### src/rtl/fetch_unit.sv
// fetch_unit -- stage 1 of the 7-stage pipeline.
//
// Holds the fetch PC and issues word fetches to instruction memory over a
// request/grant interface whose responses return in request order. Returned
// words are buffered in a small queue and presented one per cycle to decode.
// Redirects from later stages flush the queue, restart fetch at the new PC
// and discard every response still in flight for the old path.
//
// Ports:
//   clock           rising-edge clock
//   reset_n         asynchronous active-low reset
//   imem_req        fetch request valid
//   imem_addr       fetch address (word aligned)
//   imem_gnt        request accepted this cycle
//   imem_rvalid     response valid (in order, >= 1 cycle after grant)
//   imem_rdata      returned instruction word
//   redirect_valid  flush and restart fetch at redirect_pc
//   redirect_pc     new PC, bits [1:0] ignored
//   stall           decode cannot accept line this cycle
//   line            instruction to decode (NOP_WORD when not valid)
//   line_pc         PC of line (0 when not valid)
//   line_valid      line holds a real instruction
module fetch_unit #(
    parameter logic [31:0] RESET_PC    = 32'h0000_0000,
    parameter int          QUEUE_DEPTH = 4,
    parameter logic [31:0] NOP_WORD    = 32'h0000_0013
) (
    input  logic        clock,
    input  logic        reset_n,
    output logic        imem_req,
    output logic [31:0] imem_addr,
    input  logic        imem_gnt,
    input  logic        imem_rvalid,
    input  logic [31:0] imem_rdata,
    input  logic        redirect_valid,
    input  logic [31:0] redirect_pc,
    input  logic        stall,
    output logic [31:0] line,
    output logic [31:0] line_pc,
    output logic        line_valid
);

    localparam int CW = $clog2(QUEUE_DEPTH + 1);
    localparam int AW = $clog2(QUEUE_DEPTH);
    localparam logic [CW:0] DEPTH_W = (CW + 1)'(QUEUE_DEPTH);

    logic [31:0]   pc;
    logic [31:0]   rsp_pc;
    logic [31:0]   q_data [QUEUE_DEPTH];
    logic [31:0]   q_pc   [QUEUE_DEPTH];
    logic [AW-1:0] rd_ptr;
    logic [AW-1:0] wr_ptr;
    logic [CW-1:0] q_count;
    logic [CW-1:0] outstanding;
    logic [CW-1:0] drop_cnt;

    logic [CW:0]   in_use;
    logic [31:0]   target_pc;
    logic          grant;
    logic          rsp_ok;
    logic          push;
    logic          pop;
    logic          unused_ok;

    // Queued plus in-flight words may never exceed the queue size, so every
    // response is guaranteed a free slot.
    assign in_use    = {1'b0, q_count} + {1'b0, outstanding};
    assign target_pc = {redirect_pc[31:2], 2'b00};
    assign unused_ok = ^redirect_pc[1:0];

    // reset_n term keeps the request low while reset is held.
    assign imem_req  = reset_n && !redirect_valid && (in_use < DEPTH_W);
    assign imem_addr = pc;
    assign grant     = imem_req && imem_gnt;

    // A response with nothing outstanding is a protocol error and is ignored.
    assign rsp_ok = imem_rvalid && (outstanding != '0);
    assign push   = rsp_ok && (drop_cnt == '0) && !redirect_valid;

    assign line_valid = (q_count != '0) && !redirect_valid;
    assign pop        = line_valid && !stall;
    assign line       = line_valid ? q_data[rd_ptr] : NOP_WORD;
    assign line_pc    = line_valid ? q_pc[rd_ptr]   : 32'h0;

    always_ff @(posedge clock or negedge reset_n) begin
        if (!reset_n) begin
            pc          <= RESET_PC;
            rsp_pc      <= RESET_PC;
            rd_ptr      <= '0;
            wr_ptr      <= '0;
            q_count     <= '0;
            outstanding <= '0;
            drop_cnt    <= '0;
        end else if (redirect_valid) begin
            // Everything still in flight after this edge belongs to the old
            // path, including responses already being dropped.
            pc          <= target_pc;
            rsp_pc      <= target_pc;
            rd_ptr      <= '0;
            wr_ptr      <= '0;
            q_count     <= '0;
            outstanding <= outstanding - CW'(rsp_ok);
            drop_cnt    <= outstanding - CW'(rsp_ok);
        end else begin
            if (grant) begin
                pc <= pc + 32'd4;
            end
            outstanding <= outstanding + CW'(grant) - CW'(rsp_ok);
            if (rsp_ok && (drop_cnt != '0)) begin
                drop_cnt <= drop_cnt - 1'b1;
            end
            // The tracker only advances on kept responses so it always names
            // the PC of the next word that will enter the queue.
            if (push) begin
                wr_ptr <= wr_ptr + 1'b1;
                rsp_pc <= rsp_pc + 32'd4;
            end
            if (pop) begin
                rd_ptr <= rd_ptr + 1'b1;
            end
            q_count <= q_count + CW'(push) - CW'(pop);
        end
    end

    // Queue storage carries no reset; occupancy is tracked by q_count.
    always_ff @(posedge clock) begin
        if (push) begin
            q_data[wr_ptr] <= imem_rdata;
            q_pc[wr_ptr]   <= rsp_pc;
        end
    end

    a_no_orphan_rsp: assert property (@(posedge clock) disable iff (!reset_n)
        !(imem_rvalid && (outstanding == '0)));

    a_counter_bounds: assert property (@(posedge clock) disable iff (!reset_n)
        (drop_cnt <= outstanding) && ({1'b0, outstanding} <= DEPTH_W));

    a_no_overflow: assert property (@(posedge clock) disable iff (!reset_n)
        !(push && (q_count == CW'(QUEUE_DEPTH))));

endmodule

### config.mk
export PLATFORM = sky130hd
export DESIGN_NAME = fetch_unit
export DESIGN_NICKNAME = d
export VERILOG_FILES = /design/src/rtl/fetch_unit.sv
export SDC_FILE = /design/constraint.sdc
export NUM_CORES = 1
export LEC_CHECK = 0
export ABC_AREA = 1
export CAP_MARGIN = 20
export CORE_ASPECT_RATIO = 0.9
export CORE_MARGIN = 4
export CORE_UTILIZATION = 60
export CTS_CLUSTER_SIZE = 24
export DETAILED_ROUTE_END_ITERATION = 8
export GPL_ROUTABILITY_DRIVEN = 0
export PLACE_DENSITY = 0.85
export SLEW_MARGIN = 5
export SYNTH_ARGS = -nofsm -noshare
export SYNTH_HDL_FRONTEND = slang
export SYNTH_SLANG_ARGS = --single-unit
### constraint.sdc
create_clock -name clock -period 9.5 [get_ports clock]
set_clock_uncertainty 0.1 [all_clocks]
set_input_delay 0.95 -clock clock [delete_from_list [all_inputs] [get_ports clock]]
set_output_delay 0.95 -clock clock [all_outputs]
set_load 0.01 [all_outputs]
Word-level counts from Yosys, hierarchy flattened
Memory sizes are Yosys's and may differ from the RTL's.
Cells that the tools add are included.
- bits in registers: 77
- bits in writable memories: 256
- memories kept: 2
- output and inout bits: 98
- word-level logic and storage cells: 56
- input port bits: 70
- memory list (name ; words ; width ; rd ports ; clocked after memory_dff ; wr ports ; line ; source):
    q_data ; 4 ; 32 ; 1 ; 0 ; 1 ; 49 ; logic [31:0] q_data [QUEUE_DEPTH];
    q_pc ; 4 ; 32 ; 1 ; 0 ; 1 ; 50 ; logic [31:0] q_pc [QUEUE_DEPTH];
- order comparisons: 1
- muxes and demuxes: 16
- reductions and logical operators: 19
- $add $sub $neg: 11
- operators with widths (cell ; number):
    two-way mux 32 bit ; 6
    adder 32 x 3 -> 32 bit, second input constant ; 2
    two-way mux 3 bit ; 4
    logical AND 1 bit ; 9
    nonzero test 3 bit ; 3
    subtractor 3 x 1 -> 3 bit ; 3
    two-way mux 2 bit ; 4
    nonzero test 2 bit ; 4
    adder 3 x 1 -> 3 bit ; 2
    adder 2 x 1 -> 2 bit, second input constant ; 2
    adder 3 x 3 -> 4 bit ; 1
    less-than comparator 4 x 3 -> 1 bit, second input constant ; 1
    logical NOT 3 bit ; 1
    subtractor 3 x 1 -> 3 bit, second input constant ; 1
    logical NOT 1 bit ; 2
    two-way mux 1 bit ; 2

Logic depth before layout (Yosys ltp)
Gate-level depths: netlist of the first run.
- word-level depth: 7
- gate-level depth with buffers: 14
- gate-level depth less buffers: 13

Worst setup path before layout of the first run
No wires, ideal clock.
- path kind: in2reg
- start: input redirect_valid
- end: memory q_data[0][0], enable pin
- data required time: 8.918 ns
- setup slack: 4.886 ns
- setup time: 0.482 ns
- stages: 5
- path buffers: 2
- data arrival time: 4.032 ns
- cell sequence: buf_6 > inv_6 > nand3_1 > buf_2 > nor2_1
- word-level cells in the longest chain between the ends: 4
- RTL lines (element ; line ; source):
    start: declaration ; 35 ; input logic redirect_valid,
    logical NOT 1 bit ; 78 ; assign push = rsp_ok && (drop_cnt == '0) && !redirect_valid;
    logical AND 1 bit ; 78 ;
    two-way mux 1 bit ; 127 ; if (push) begin
    two-way mux 1 bit (implied by the code) ; 128 ; q_data[wr_ptr] <= imem_rdata;
    end: declaration ; 49 ;
Every way passes these cells.

Final worst setup path of the first run
- start: input redirect_valid
- end: output line_pc[9]
- word-level cells in the longest chain between the ends: 3
- RTL lines (element ; line ; source):
    logical NOT 1 bit ; 80 ; assign line_valid = (q_count != '0) && !redirect_valid;
    logical AND 1 bit ; 80 ;
    two-way mux 32 bit ; 83 ; assign line_pc = line_valid ? q_pc[rd_ptr] : 32'h0;
    end: declaration ; 39 ; output logic [31:0] line_pc,
Every way passes these cells.

==> results of run 1 <==
[synthesized netlist by cell type (all sizes together) (3+ instances only)]
cell type  count  area [um2]
nand3b         6        57.6
a21oi         81         405
nor3          11        60.1
nor2         340        1320
or2            6        37.5
clkbuf        30         123
o211ai         9        67.6
xor2          15         131
nand2        229         882
nand4          5        31.3
nand3        100         505
o221ai         4        35.0
a31oi          5        31.3
xnor2          4        35.0
inv           93         354
buf           38         233
o311ai         3        26.3
dfrtp         73        1830
edfxtp       248        7450
o21ai        157         786
ha            16         200
[report_power, final]
group          internal [uW]  switching, uW
registers               1640            162
logic                    406            618
clock network            644            504
total                   2690           1280
[cells by family after synthesis]
kind of cell             after synthesis  synth area share
AO/OA/AOI/OAI                        262            0.0936
buffers and inverters                162            0.0491
adder cells (fa/ha/maj)               18            0.0164
XOR/XNOR                              19            0.0113
AND/OR/NAND/NOR                      699             0.198
flip-flops                           321             0.631
other                                  1          0.000255
[flip-flops by register name, summed over array words and instances (netlist names)]
| register | cells |
|---|---|
| drop_cnt | 3 |
| imem_addr | 30 |
| outstanding | 3 |
| q_count | 3 |
| q_data | 128 |
| q_pc | 120 |
| rd_ptr | 2 |
| rsp_pc | 30 |
| wr_ptr | 2 |
[worst max-delay path by stage]
stage	endpoint	cells after the start	slack (ns)	start
CTS	line_pc[9]	6	4.66	redirect_valid
global route	line_pc[9]	6	4.48	redirect_valid
detailed placement	line[18]	6	4.62	redirect_valid
floorplan	q_data[0][0]$_DFFE_PP_	5	4.89	redirect_valid
finish	line_pc[9]	6	4.63	redirect_valid
global placement	line_pc[9]	6	4.69	redirect_valid
[worst register-to-register path: stages (launching register included)]
cell and delay, ns:
dfrtp_1 0.44, nor2_1 0.13, nand2_1 0.08, nand2_2 0.49, buf_4 0.54, nor2_1 0.18
ha_1 0.33, inv_1 0.06, ha_1 0.13, inv_1 0.04, fa_1 0.37, o21ai_0 0.17
a21oi_1 0.05
[area by class of cell]
class / count / area (um2) / area share
clock inverters: 14 / 105 / 0.00605
flip-flops and latches: 321 / 9280 / 0.534
inverters: 93 / 354 / 0.0204
multi-input cells: 1002 / 4740 / 0.273
clock buffers: 43 / 841 / 0.0484
repair buffers: 171 / 1680 / 0.0966
well taps: 308 / 385 / 0.0222
[stage by stage]
| stage | power [uW] | hold slack (ns) | cell area (um2) | cells |
|---|---|---|---|---|
| final | 3980 | 0.457 | 17400 | 1952 |
| after global routing | 4180 | 0.496 | 17400 | 1952 |
| after CTS | 3990 | 0.458 | 17400 | 1952 |
| after detailed placement | 2840 | 0.447 | 16400 | 1895 |
| after global placement | 2800 | 0.439 | 16400 | 1895 |
| after floorplan | 2420 | 0.396 | 14700 | 1485 |
[routing by layer]
metal | vias to the layer above | track usage | routed length [um]
met4 | 0 | 0.0726 | 717
met2 | 674 | 0.420 | 16500
met5 | - | 0 | 0
li1 | 5290 | - | -
met3 | 69 | 0.0457 | 3580
met1 | 5387 | 0.350 | 14400
==> summary.md, run 1 <==
| Metric | Value |
|---|---|
| Fin nets | 1,708 |
| Status | finished clean |
| VDD IR max | roughly 0.00014 V |
| Max FO, Critical Path | 46 |
| Final wirelength | 35.2 mm |
| Die height | around 160 um |
| Hold Vio Cnt, Final | 0 |
| Antenna-violating nets left | 0 |
| Share of cells above drive strength 1 | 0.0529 |
| Mapped Cells | around 1.5k |
| CTS Root Cell | clkbuf_16 |
| Min-delay worst type | register to register |
| Worst Path Arrival | 3.82 ns |
| Sinks on Clock Net | 321 |
| Slew at the pin with the worst max-slew slack | between 0.9 and 1 ns |
| First DRT Iteration DRCs | 1,255 |
| First-pass GRT wire length | 55.4 mm |
| Vias | roughly 11k |
| GRT overflow | 0 |
| Max_slew headroom | 0.349 |
| Cell family with most CP delay | buffers and inverters |
| Port Buffer Count | 161 |
| Post-synth EDFFs | 248 |
| Io pins | 168 |
| Yosys reg bits | between 300 and 400 |
| Die ar. | 0.0271 mm2 |
| DRC | 0 |
| Core ar. | 0.0242 mm2 |
| CP Launch Type | primary input |
| Layout Area Growth over Synthesis | 18.3% |
| Initial Utilization | 0.607 |
| Reg-to-reg endpoint | q_count[2]$_DFF_PN0_ |
| Hold_sp | wr_ptr[0]$_DFFE_PN0N_ |
| TritonRoute pass-1 iters | 5 |
| Fin crit share | 0.513 |
| Utilization after layout | 0.719 |
| Largest net degree at the start of global routing | 107 |
| H-tree levels | 1 |
| Final setup fails | 0 |
| Aggregate negative setup slack | 0 ns |
| CTS tree | built |
| Most common cell after layout, fill and taps aside | nor2_1 |
| Mapped Area | 0.0147 mm2 |
| Vias in the first global route | 11.0k |
| Cts repair resizes | 0 |
| Post-Place Setup Slack | 4.62 ns |
| HPWL after DPL | 21.1 mm |
| WHS Path Cells | 1 |
| Max Fclk | between 200 and 250 MHz |
| Crit-path cells | buf_2, inv_6, nand2_2, buf_4, a21oi_1, clkdlybuf4s50_1 |
| Buffers plus inverters on the worst setup path | 4 |
| Hold buffer count at cts | 0 |
| Initial antenna violation count | 0 |
| Total GRT Usage | 0.253 |
| CTS clock-pin slew for the worst setup and hold paths | roughly 0.060 ns |
| Routed len/inst | 18.0 um |
| Post-synth ARST share | 0.227 |
| CP Class | primary input to output port |
| FF-to-FF Start | q_count[1]$_DFF_PN0_ |
| Postcts setup bufs | 0 |
| Site row count | 54 |
| End of the worst hold path | wr_ptr[0]$_DFFE_PN0N_ |
| Cells on worst reg2reg path | 12 |
| Setup WS post-layout | ~4.6 ns |
| Sequential cell area fraction in the yosys report | 0.631 |
| Syn Area/Cell | 9.91 um2 |
| RSZ-0062 raised after global routing | no |
| Via density | 5.85 |
| YS warnings | 0 |
| Critical path endpoint category | output port |
| Die width | 173 um |
| Ant. Diodes | 0 |
| Minimum clock period | between 4 and 5 ns |
| Synth cell types | 42 |
| Power density over the cells | roughly 230 mW/mm2 |
| Most frequent cells in the layout | nor2_1 (328), edfxtp_1 (248), nand2_1 (223), clkdlybuf4s50_1 (159), o21ai_0 (155) |
| Reg2Reg Setup Slack | 6.28 ns |
| Slowest stage delay, CP | around 0.71 ns |
| CP required | 8.45 ns |
| Leakage power | 0.00655 uW |
| Synth Flop Type | edfxtp_1 |
| Max-slew violations | 0 |
| Fillers | 1,588 |
| Max Cap Violations | 0 |
| Clock buffer depth | 3 |
| Slowest CP cell | buf_2 |
| Total CTS buffers | 31 |
| Worst-Skew Late Latency | 0.57 ns |
(Power assumes the default switching activity.)
==> run 2: changes to the inputs <==
--- a/config.mk
+++ b/config.mk
@@ -9,11 +9,11 @@
 export CAP_MARGIN = 20
 export CORE_ASPECT_RATIO = 0.9
 export CORE_MARGIN = 4
-export CORE_UTILIZATION = 60
+export CORE_UTILIZATION = 56
 export CTS_CLUSTER_SIZE = 24
 export DETAILED_ROUTE_END_ITERATION = 8
 export GPL_ROUTABILITY_DRIVEN = 0
-export PLACE_DENSITY = 0.85
+export PLACE_DENSITY = 0.8
 export SLEW_MARGIN = 5
 export SYNTH_ARGS = -nofsm -noshare
 export SYNTH_HDL_FRONTEND = slang
==> constraint.sdc (replaced) <==
create_clock -name clock -period 4.9 [get_ports clock]
set_clock_uncertainty 0.1 [all_clocks]
set_input_delay 0.49 -clock clock [delete_from_list [all_inputs] [get_ports clock]]
set_output_delay 0.49 -clock clock [all_outputs]
set_load 0.01 [all_outputs]
==> run 2 against run 1 <==
  * Combinational power rose by 96%
  * Final cell count up 1.9%
  * Clock-buffer cell count is 3 lower
  * Non-clock buffer count up 3
  * Total power grew 98%
  * Sequential share of layout area fell by 0.50 points
  * Clock power grew 110%
  * Die area rose by 6.8%
  * Register-to-register slack worse by 4.5 ns
  * Sequential power rose by 93%
  * Critical path depth is 1 lower
  * Largest cell class unchanged
==> summary.md, run 2 (synthesis gave the netlist of run 1 again) <==
| Metric | Value |
|---|---|
| Worst-Skew Late Latency | 0.57 ns (about the same) |
| Largest net degree at the start of global routing | 81 (was 107) |
| Site row count | 55 (was 54) |
| Min-delay worst type | primary input to async pin (was register to register) |
| Io pins | 168 (unchanged) |
| Status | finished clean (unchanged) |
| Buffers plus inverters on the worst setup path | 3 (was 4) |
| Via density | 5.62 (was 5.85) |
| RSZ-0062 raised after global routing | no (unchanged) |
| Routed len/inst | 17.6 um (was 18.0 um) |
| Minimum clock period | 4.17 ns |
| Critical path endpoint category | output port (unchanged) |
| Die height | 162 um (was 156 um) |
| Most common cell after layout, fill and taps aside | nor2_1 (unchanged) |
| Vias | 11.2k (was 11.4k) |
| Placed cell areas | 0.0165 mm2 (was 0.0164 mm2) |
| Fin nets | 1,711 (was 1,708) |
| Sinks on Clock Net | 321 (unchanged) |
| Power density over the cells | 449 mW/mm2 (was 229 mW/mm2) |
| First-pass GRT wire length | 54.8 mm (was 55.4 mm) |
| Aggregate negative setup slack | 0 ns (unchanged) |
| Largest register FFs | 128 (unchanged) |
| Most frequent cells in the layout | nor2_1 (328), edfxtp_1 (248), nand2_1 (223), clkdlybuf4s50_1 (159), o21ai_0 (155) (unchanged) |
| Max Fclk | 240 MHz |
| Slowest stage delay, CP | 0.70 ns (was 0.71 ns) |
| CP required | 4.31 ns (was 8.45 ns) |
| Leakage power | 0.00660 uW (was 0.00655 uW) |
| Largest reg by FF count | q_data (unchanged) |
| Reg2Reg Setup Slack | 1.83 ns (was 6.28 ns) |
| Reg-to-reg endpoint | q_count[2]$_DFF_PN0_ (unchanged) |
| Psw | 2510 uW (was 1280 uW) |
| Hold buffer count at cts | 1 (was 0) |
| Sw Share | 0.318 (was 0.323) |
| FF-to-FF Start | drop_cnt[0]$_DFFE_PN0P_ (was q_count[1]$_DFF_PN0_) |
| CP Class | register to output port (was primary input to output port) |
| Crit-path cells | inv_2, buf_12, nor2_1, o311ai_0, clkdlybuf4s50_1 (was buf_2, inv_6, nand2_2, buf_4, a21oi_1, clkdlybuf4s50_1) |
| Ant. Diodes | 0 (unchanged) |
| Slew at the pin with the worst max-slew slack | 0.945 ns (was 0.977 ns) |
| CP Launch Type | register (was primary input) |
| Final setup fails | 0 (unchanged) |
| Die width | 179 um (was 173 um) |
| DRC | 0 (unchanged) |
| Die ar. | 0.0289 mm2 (was 0.0271 mm2) |
| Final wirelength | 35.0 mm (was 35.2 mm) |
| Cell family with most CP delay | buffers and inverters (unchanged) |
| Initial Utilization | 0.577 (was 0.607) |
| Max-slew violations | 0 (unchanged) |
| VDD IR max | 0.000285 V (was 0.000139 V) |
| Hold Vio Cnt, Final | 0 (unchanged) |
| Layout Area Growth over Synthesis | 19.4% (was 18.3%) |
| CTS clock-pin slew for the worst setup and hold paths | 0.06 ns (about the same) |
| Core ar. | 0.0255 mm2 (was 0.0242 mm2) |
| Share of cells above drive strength 1 | 0.0553 (was 0.0529) |
| GRT overflow | 0 (unchanged) |
| CP Launch Point | rd_ptr[0]$_DFFE_PN0P_ (was redirect_valid) |
| Slowest CP cell | dfrtp_4 (was buf_2) |
| Max Cap Violations | 0 (unchanged) |
| P_int | 5370 uW (was 2690 uW) |
| Gate power share | 0.254 (was 0.257) |
| Total GRT Usage | 0.237 (was 0.253) |
| Worst hold margin | 0.240 ns (was 0.457 ns) |
| Biggest regs | q_data: 128 flops, q_pc: 120 flops (unchanged) |
| First DRT Iteration DRCs | 1,056 (was 1,255) |
| CTS tree | built (unchanged) |
| HPWL after DPL | 21.5 mm (was 21.1 mm) |
| Final Cell Area | 0.0175 mm2 (was 0.0174 mm2) |
| Worst Path Arrival | 3.58 ns (was 3.82 ns) |
| Share of power burned in registers | 0.443 (was 0.454) |
| CTS Root Cell | clkbuf_16 (unchanged) |
| Fin crit share | 0.852 |
| Initial antenna violation count | 1 (was 0) |
| Max FO, Critical Path | 80 (was 46) |
| H-tree levels | 1 (unchanged) |
| TritonRoute pass-1 iters | 5 (unchanged) |
| Cts repair resizes | 0 (unchanged) |
| Cells on worst reg2reg path | 12 (unchanged) |
| Antenna-violating nets left | 0 (unchanged) |
| Clock buffer depth | 3 (unchanged) |
| Total CTS buffers | 31 (unchanged) |
| Postcts setup bufs | 0 (unchanged) |
| Vias in the first global route | 10.5k (was 11.0k) |
| Port Buffer Count | 161 (unchanged) |
| Max_slew headroom | 0.370 (was 0.349) |
| Clock share of power | 0.303 (was 0.289) |
[run 2: cell count changes in the layout (fill, tap and decap cells not counted), sizes merged]
cell / before / now
clkinvlp: 1 / 2
dlygate4sd3: 0 / 1
bufinv: 1 / 4
clkbuf: 43 / 40
clkinv: 11 / 10
buf: 12 / 14
[run 2: area by class of cell]
type	instances	area (um2)
Fill cell	1801	7920
Sequential cell	321	9280
Tap cell	342	428
Clock inverter	17	198
Inverter	93	354
Timing Repair Buffer	174	1730
Clock buffer	40	820
Multi-Input combinational cell	1002	4740
[run 2: layer usage]
layer / GRT usage / part of all wire / vias to the layer above
li1: - / - / 5295
met1: 0.340 / 0.42 / 5299
met2: 0.390 / 0.47 / 528
met3: 0.0370 / 0.089 / 50
met4: 0.0530 / 0.020 / 2
met5: 0 / 0.00037 / -
[run 2: stage by stage]
step | util | power [uW] | instances | setup WS, ns
2_1_floorplan | - | 4690 | 1485 | 0.690
3_3_place_gp | 0.649 | 5450 | 1931 | 1.35
3_5_place_dp | 0.649 | 5520 | 1931 | 1.33
4_1_cts | 0.689 | 7920 | 1989 | 0.724
5_1_grt | 0.689 | 8320 | 1989 | 0.602
6_report | 0.689 | 7880 | 1989 | 0.725
[run 2: worst max-delay path by stage]
stage,end,slack (ns),cells after the start
after floorplan,q_data[0][0]$_DFFE_PP_,0.69,7
after global placement,line[4],1.35,5
after detailed placement,line[4],1.33,5
after CTS,line[4],0.72,5
after global routing,line[4],0.60,5
final,line[4],0.73,5
[run 2: power by group through the flow]
stage	logic (uW)	clock network (uW)	registers, uW
6_report	2000	2390	3490
5_1_grt	2240	2560	3520
4_1_cts	2010	2430	3490
3_5_place_dp	1980	0	3540
3_3_place_gp	1930	0	3530
2_1_floorplan	1260	0	3420
==> run 3: changes to the inputs <==
--- a/config.mk
+++ b/config.mk
@@ -13,8 +13,8 @@
 export CTS_CLUSTER_SIZE = 24
 export DETAILED_ROUTE_END_ITERATION = 8
 export GPL_ROUTABILITY_DRIVEN = 0
+export HOLD_SLACK_MARGIN = 0.06
 export PLACE_DENSITY = 0.8
-export SLEW_MARGIN = 5
 export SYNTH_ARGS = -nofsm -noshare
 export SYNTH_HDL_FRONTEND = slang
 export SYNTH_SLANG_ARGS = --single-unit
==> results of run 3 <==
Same layout as run 2: the final DEF is identical, and so are final timing and power.
